<file path="src/rtl/data_unpacker_pw.sv">
// Word-to-lane serializer: one OUT_WIDTH lane per cycle into a byte FIFO.
// Supports backpressure, partial words, lane order and bubble-free chaining.
module data_unpacker_pw #(
  parameter int IN_WIDTH  = 32,
  parameter int OUT_WIDTH = 8,
  parameter int LANES     = IN_WIDTH / OUT_WIDTH,
  parameter int LANE_W    = $clog2(LANES),
  parameter int CNT_WIDTH = 16
) (
  input  logic                 clk_pll,
  input  logic                 reset_n,
  input  logic [IN_WIDTH-1:0]  data,
  input  logic                 data_valid,
  input  logic [LANE_W-1:0]    data_lanes,
  input  logic                 msb_first,
  output logic                 data_ready,
  input  logic                 FIFO_full,
  output logic [OUT_WIDTH-1:0] FIFO_input_data,
  output logic                 FIFO_push_data,
  output logic                 busy,
  output logic [CNT_WIDTH-1:0] lane_count
);

  typedef enum logic {
    IDLE,
    EMIT
  } state_t;

  state_t r_state;
  state_t w_next;

  logic [IN_WIDTH-1:0]  r_hold;
  logic [LANE_W-1:0]    r_idx;
  logic [LANE_W:0]      r_rem;
  logic                 r_msb;
  logic [OUT_WIDTH-1:0] r_out;
  logic                 r_push;
  logic                 r_busy;
  logic [CNT_WIDTH-1:0] r_cnt;

  logic [OUT_WIDTH-1:0] w_lane [LANES];
  logic                 w_last;
  logic                 w_adv;
  logic                 w_acc;
  logic [LANE_W:0]      w_rem_init;
  logic [LANE_W-1:0]    w_start;

  for (genvar g = 0; g < LANES; g++) begin : g_lane
    assign w_lane[g] = r_hold[g*OUT_WIDTH +: OUT_WIDTH];
  end

  assign w_last = (r_rem == (LANE_W+1)'(1));
  assign w_adv  = (r_state == EMIT) && !FIFO_full;
  assign data_ready = (r_state == IDLE) || (w_adv && w_last);
  assign w_acc  = data_valid && data_ready;

  // A lane count of zero means the whole word.
  assign w_rem_init = (data_lanes == '0)
                    ? (LANE_W+1)'(LANES)
                    : {1'b0, data_lanes};
  assign w_start = msb_first ? LANE_W'(LANES-1) : '0;

  always_ff @(posedge clk_pll or negedge reset_n) begin
    if (!reset_n) begin
      r_state <= IDLE;
    end else begin
      r_state <= w_next;
    end
  end

  always_comb begin
    w_next = r_state;
    unique case (r_state)
      IDLE: begin
        if (data_valid) begin
          w_next = EMIT;
        end
      end
      EMIT: begin
        if (w_adv && w_last && !data_valid) begin
          w_next = IDLE;
        end
      end
      default: w_next = IDLE;
    endcase
  end

  always_ff @(posedge clk_pll or negedge reset_n) begin
    if (!reset_n) begin
      r_hold <= '0;
      r_idx  <= '0;
      r_rem  <= '0;
      r_msb  <= 1'b0;
      r_out  <= '0;
      r_push <= 1'b0;
      r_busy <= 1'b0;
      r_cnt  <= '0;
    end else begin
      r_push <= 1'b0;
      if (w_adv) begin
        r_out  <= w_lane[r_idx];
        r_push <= 1'b1;
        r_cnt  <= r_cnt + CNT_WIDTH'(1);
        r_idx  <= r_msb ? r_idx - LANE_W'(1)
                        : r_idx + LANE_W'(1);
        r_rem  <= r_rem - (LANE_W+1)'(1);
      end
      // A word loaded on the last-lane edge overrides the step.
      if (w_acc) begin
        r_hold <= data;
        r_rem  <= w_rem_init;
        r_msb  <= msb_first;
        r_idx  <= w_start;
      end
      r_busy <= (w_next == EMIT);
    end
  end

  assign FIFO_input_data = r_out;
  assign FIFO_push_data  = r_push;
  assign busy            = r_busy;
  assign lane_count      = r_cnt;

endmodule

</file>
<file path="config.mk">
export PLATFORM = sky130hd
export DESIGN_NAME = data_unpacker_pw
export DESIGN_NICKNAME = d
export VERILOG_FILES = /design/src/rtl/data_unpacker_pw.sv
export SDC_FILE = /design/constraint.sdc
export NUM_CORES = 1
export LEC_CHECK = 0
export CORE_MARGIN = 2
export CORE_UTILIZATION = 45
export DETAILED_ROUTE_END_ITERATION = 10
export PLACE_DENSITY = 0.7
export SYNTH_ARGS = -nofsm -noshare
export SYNTH_HDL_FRONTEND = slang
export SYNTH_SLANG_ARGS = --single-unit
</file>
<file path="constraint.sdc">
create_clock -name clk_pll -period 1.9 [get_ports clk_pll]
set_clock_uncertainty 0.05 [all_clocks]
set_input_delay 0.19 -clock clk_pll [delete_from_list [all_inputs] [get_ports clk_pll]]
set_output_delay 0.19 -clock clk_pll [all_outputs]
set_load 0.005 [all_outputs]
</file>
; Word level (Yosys, flattened, before mapping)
; Index checks and enable logic that the tools add are counted.
[op_classes]
addsub = 4
n_lt_le_gt_ge = 1
eq_ne = 1
muxes = 14
bitwise = 2
reduce_logical = 9
[op_table]
columns = op, count
row1 = 16-bit by 1-bit adder with 16-bit output (second input constant), 1
row2 = 8-bit binary-select mux with 2-bit select, 1
row3 = 8-bit 2-to-1 mux, 2
row4 = 3-bit 2-to-1 mux, 3
row5 = 2-bit 2-to-1 mux, 4
row6 = 1-bit logical AND, 4
row7 = 3-bit by 1-bit == test with 1-bit output (second input constant), 1
row8 = 3-bit greater-or-equal comparator (second input constant), 1
row9 = 1-bit 2-to-1 mux, 3
row10 = 2-bit inverter with 3-bit output, 1
row11 = 3-bit by 1-bit subtractor with 3-bit output (second input constant), 1
row12 = 2-bit by 1-bit adder with 2-bit output (second input constant), 1
row13 = 1-bit logical NOT, 2
row14 = 2-bit logical NOT, 1
row15 = 1-bit one-hot mux with 2 select lines, 1
row16 = 2-bit nonzero test, 1
row17 = 2-bit by 1-bit subtractor with 2-bit output (second input constant), 1
row18 = 1-bit logical OR, 1
row19 = 1-bit inverter, 1
[totals]
regBits = 64
inputBits = 39
out_inout_bits = 27
wordCells = 39

; Depth between registers and ports, before layout
[logic_depth]
depth_word = 6
mapped_depth = 7
depth_no_buf = 6

; Least setup slack after synthesis
; OpenSTA, ideal clock, no wires.
[synth_path]
kind = register to register
start = register r_rem[0]
end = register r_hold[0]
setup_ps = 125
arrival_time_ps = 1439
required_time_ps = 1725
setup_slack_ps = 286
stages_incl_launch_ff = 6
synth_period_minus_slack_ps = 1614
path_cell_list = dfrtp_1 ha_1 nor3b_2 o21ai_4 buf_6 mux2_4
[synth_between]
elab_chain_len = 4
[synth_lines]
columns = element, line_no
row1 = from (decl), 34  ; logic [LANE_W:0] r_rem;
row2 = from (signal assigned), 106  ; r_rem <= r_rem - (LANE_W+1)'(1);
row3 = from (signal assigned), 111  ; r_rem <= w_rem_init;
row4 = 3-bit by 1-bit == test with 1-bit output, 52  ; assign w_last = (r_rem == (LANE_W+1)'(1));
row5 = 1-bit logical AND, 54  ; assign data_ready = (r_state == IDLE) || (w_adv && w_last);
row6 = 1-bit logical OR, 54
row7 = 1-bit logical AND, 55  ; assign w_acc = data_valid && data_ready;
row8 = to (signal assigned), 110  ; r_hold <= data;
row9 = to (decl), 32  ; logic [IN_WIDTH-1:0] r_hold;
; Every way passes these cells.
; A chain may end at the register's enable or synchronous reset.

; Worst setup path in the final report
[layout_path]
start = register r_rem[1]
end = output port data_ready
[layout_between]
elab_chain_len = 3
[layout_lines]
columns = element, line_no
row1 = 3-bit by 1-bit == test with 1-bit output, 52
row2 = 1-bit logical AND, 54
row3 = 1-bit logical OR, 54
row4 = to (decl), 16  ; output logic data_ready,
; Every way passes these cells.

==> results.cfg <==
[synthesis]
yosys.area.top_type = dfrtp_1
synth_cells = 213
synth-main-ff-cell = dfrtp_1
synth_most_common_cell = dfrtp_1
seq_area_frac_synth = 0.547
synth_cell_types = 28
syn_area_per_cell_um2 = 13.7
syn-num-nets = 255
synthArstFlopShare = 1.00
ys_top_cells_by_area = dfrtp_1 (55%), mux2_4 (16%), mux4_2 (6.2%)
synth_commonest_cells = dfrtp_1 (64), nand2_1 (37), mux2_4 (31)
syn_area_um2 = 2930
ys_ff_latch = 64
synth_edf_count = 0
synth_top_area_frac = 0.547
ys_warn_count = 0

[pwr]
leakage_nw = 1.80
power_density_nw_per_um2 = 1410
total_power_w = 0.00550
vdd_drop_max_mv = 0.726

[placement]
dpl.cell_count = 355
dp_slack_ps = 59.7
portBuffers = 65
hpwlAfterDp_um = 4090
gp_congestion = 0.723

[routing]
wire_per_inst_um = 15.2
wl_met1_um = 2520
totalWireLength_um = 5660
drtAntennaViolNets = 0
dr.first_iter.drc_count = 65
met2WireLength_um = 2790
wl_met3_um = 265
vias = 1848
via_per_inst = 4.97
routed.top_layer = met4
dr.pass1.iters = 4
drc = 0

[die]
die_y_um = 84.6
ios = 66
start_util = 0.463
floorplan.rows = 29
fp.coreArea_um2 = 6310
die_area_um2 = 7160
die_w_um = 84.6

[critical_path]
required_ps = 1660
critPathMaxFanout = 2
cp.arrival_ps = 1550
critical_path_class = reg -> out
rr_worst_depth = 5
critPathCaptureType = output port
start_kind = flip-flop

[global_routing]
grt_pass1_wl_um = 9650
first_global_vias = 1995
grt_start_max_net_pins = 47
grt-ovfl-total = 0
antenna_found_initial = 0
track_usage = 0.173

[final_layout]
antenna_cells = 0
nets = 332
syn2layout_area_growth_pct = 32.8
stdcell_count = 372
drive_gt1_frac = 0.231
n_fill_cell = 532

[sta]
worst_pin_slew_ps = 470
layout_min_cycle_time_ps = 1790
slew_violations = 0
setup_slack_ps = 106
slew_headroom = 0.687
grt_setup_unrepaired = false
finalSetupViolations = 0
finalHoldViolations = 0
fin_crit_sh = 0.944
max_freq_mhz = 557
fin_setup_tns_ps = 0

[clocking]
cts_tree = done
cts.clk_slew.worst_paths_ps = 70
htreeDepth = 3
post-cts-setup-buffers = 0
cts_sinks = 64
clock_latency_ps = 320
cts_buffers = 9
cts-root-buf = clkbuf_8
clk_path_buf_depth = 2

[run]
cap_violations = 0

[worst_hold_path]
worstHoldPathType = in -> async

[outcome]
status = finished clean
routing by layer:
metal / vias to the layer above / track usage
met5: - / 0
met4: 0 / 0.0649
met3: 10 / 0.0403
met2: 51 / 0.288
met1: 909 / 0.221
li1: 878 / -
cell type report:
type | instances | area [um^2] | share of cell area
tap | 77 | 96.3 | 0.0248
inverter | 4 | 15.0 | 0.00386
multi-input combinational | 136 | 1240 | 0.320
clock inverter | 4 | 45.0 | 0.0116
timing repair buffer | 75 | 747 | 0.192
sequential | 64 | 1600 | 0.412
clock buffer | 12 | 135 | 0.0348
where the power goes:
part / internal [W] / switching (W) / total [W]
Clock: 0.000601 / 0.000482 / 0.00108
Sequential: 0.00193 / 0.000431 / 0.00236
Combinational: 0.00140 / 0.000651 / 0.00206
flip-flops by register name (all words and copies together), names as in the netlist:
register         flops
r_hold              32
lane_count          16
FIFO_input_data      8
r_rem                3
r_idx                2
FIFO_push_data       1
busy                 1
r_msb                1
cells in the final DEF, fill, tap and decap left out:
cell type        count
nand4_1              4
mux2_2               2
nand3_1              6
nand4b_1             1
o21ai_0              1
o211ai_1             1
nand2b_1             2
clkdlybuf4s50_1     63
mux4_2               8
nand2_1             37
nor3_4               1
or3_1                2
mux2_4              31
dlygate4sd2_1        1
clkinv_2             3
nor2_1               9
ha_1                 3
bufinv_16            1
buf_12               2
clkbuf_8             9
inv_1                3
o21ai_4              1
buf_4                7
o21a_1               1
a21oi_1              4
xor2_1               3
clkbuf_1             3
clkinv_1             1
xnor2_1             16
nand2b_4             1
and3_1               1
dfrtp_1             64
nor3b_4              1
dlygate4sd3_1        1
buf_2                1
worst max-delay path: stages (launching register included):
cell,delay [ps]
dfrtp_1,380
inv_1,80
ha_1,140
nor3b_4,230
nand2b_4,170
dlygate4sd2_1,240
worst paths after layout:
| kind | from | endpoint | slack [ps] |
|---|---|---|---|
| hold reg to reg | lane_count[15] | lane_count[15] | 440 |
| max in group asynchronous | reset_n | r_hold[21] | 900 |
| hold / removal | reset_n | lane_count[6] | 310 |
| setup / recovery | r_rem[1] | data_ready | 110 |
| setup reg to reg | r_rem[0] | r_hold[2] | 120 |
| min in group clk_pll | data[15] | r_hold[15] | 420 |
stage by stage:
step	hold WS, ps	utilization	area [um^2]
final	305	0.615	3880
after global routing	356	0.615	3880
after CTS	319	0.615	3880
after detailed placement	125	0.583	3680
after global placement	114	0.583	3680
after floorplan	-156	-	2930
timing repair:
action	in CTS	in global routing
hold buffers	1	0
endpoints found under the setup margin	1	0
gates resized for setup	3	0
hold endpoints to repair	18	0
logic make-up (layout without fill, tap and decap cells):
| group | after synthesis | in the layout | synth area share |
|---|---|---|---|
| XOR/XNOR | 19 | 19 | 0.0569 |
| AO/OA/AOI/OAI | 8 | 8 | 0.0192 |
| buffers and inverters | 13 | 95 | 0.0316 |
| adder cells (fa/ha/maj) | 3 | 3 | 0.0128 |
| AND/OR/NAND/NOR | 65 | 65 | 0.104 |
| flip-flops | 64 | 64 | 0.547 |
| multiplexers | 41 | 41 | 0.228 |
Power figures use the tool's default switching activity.
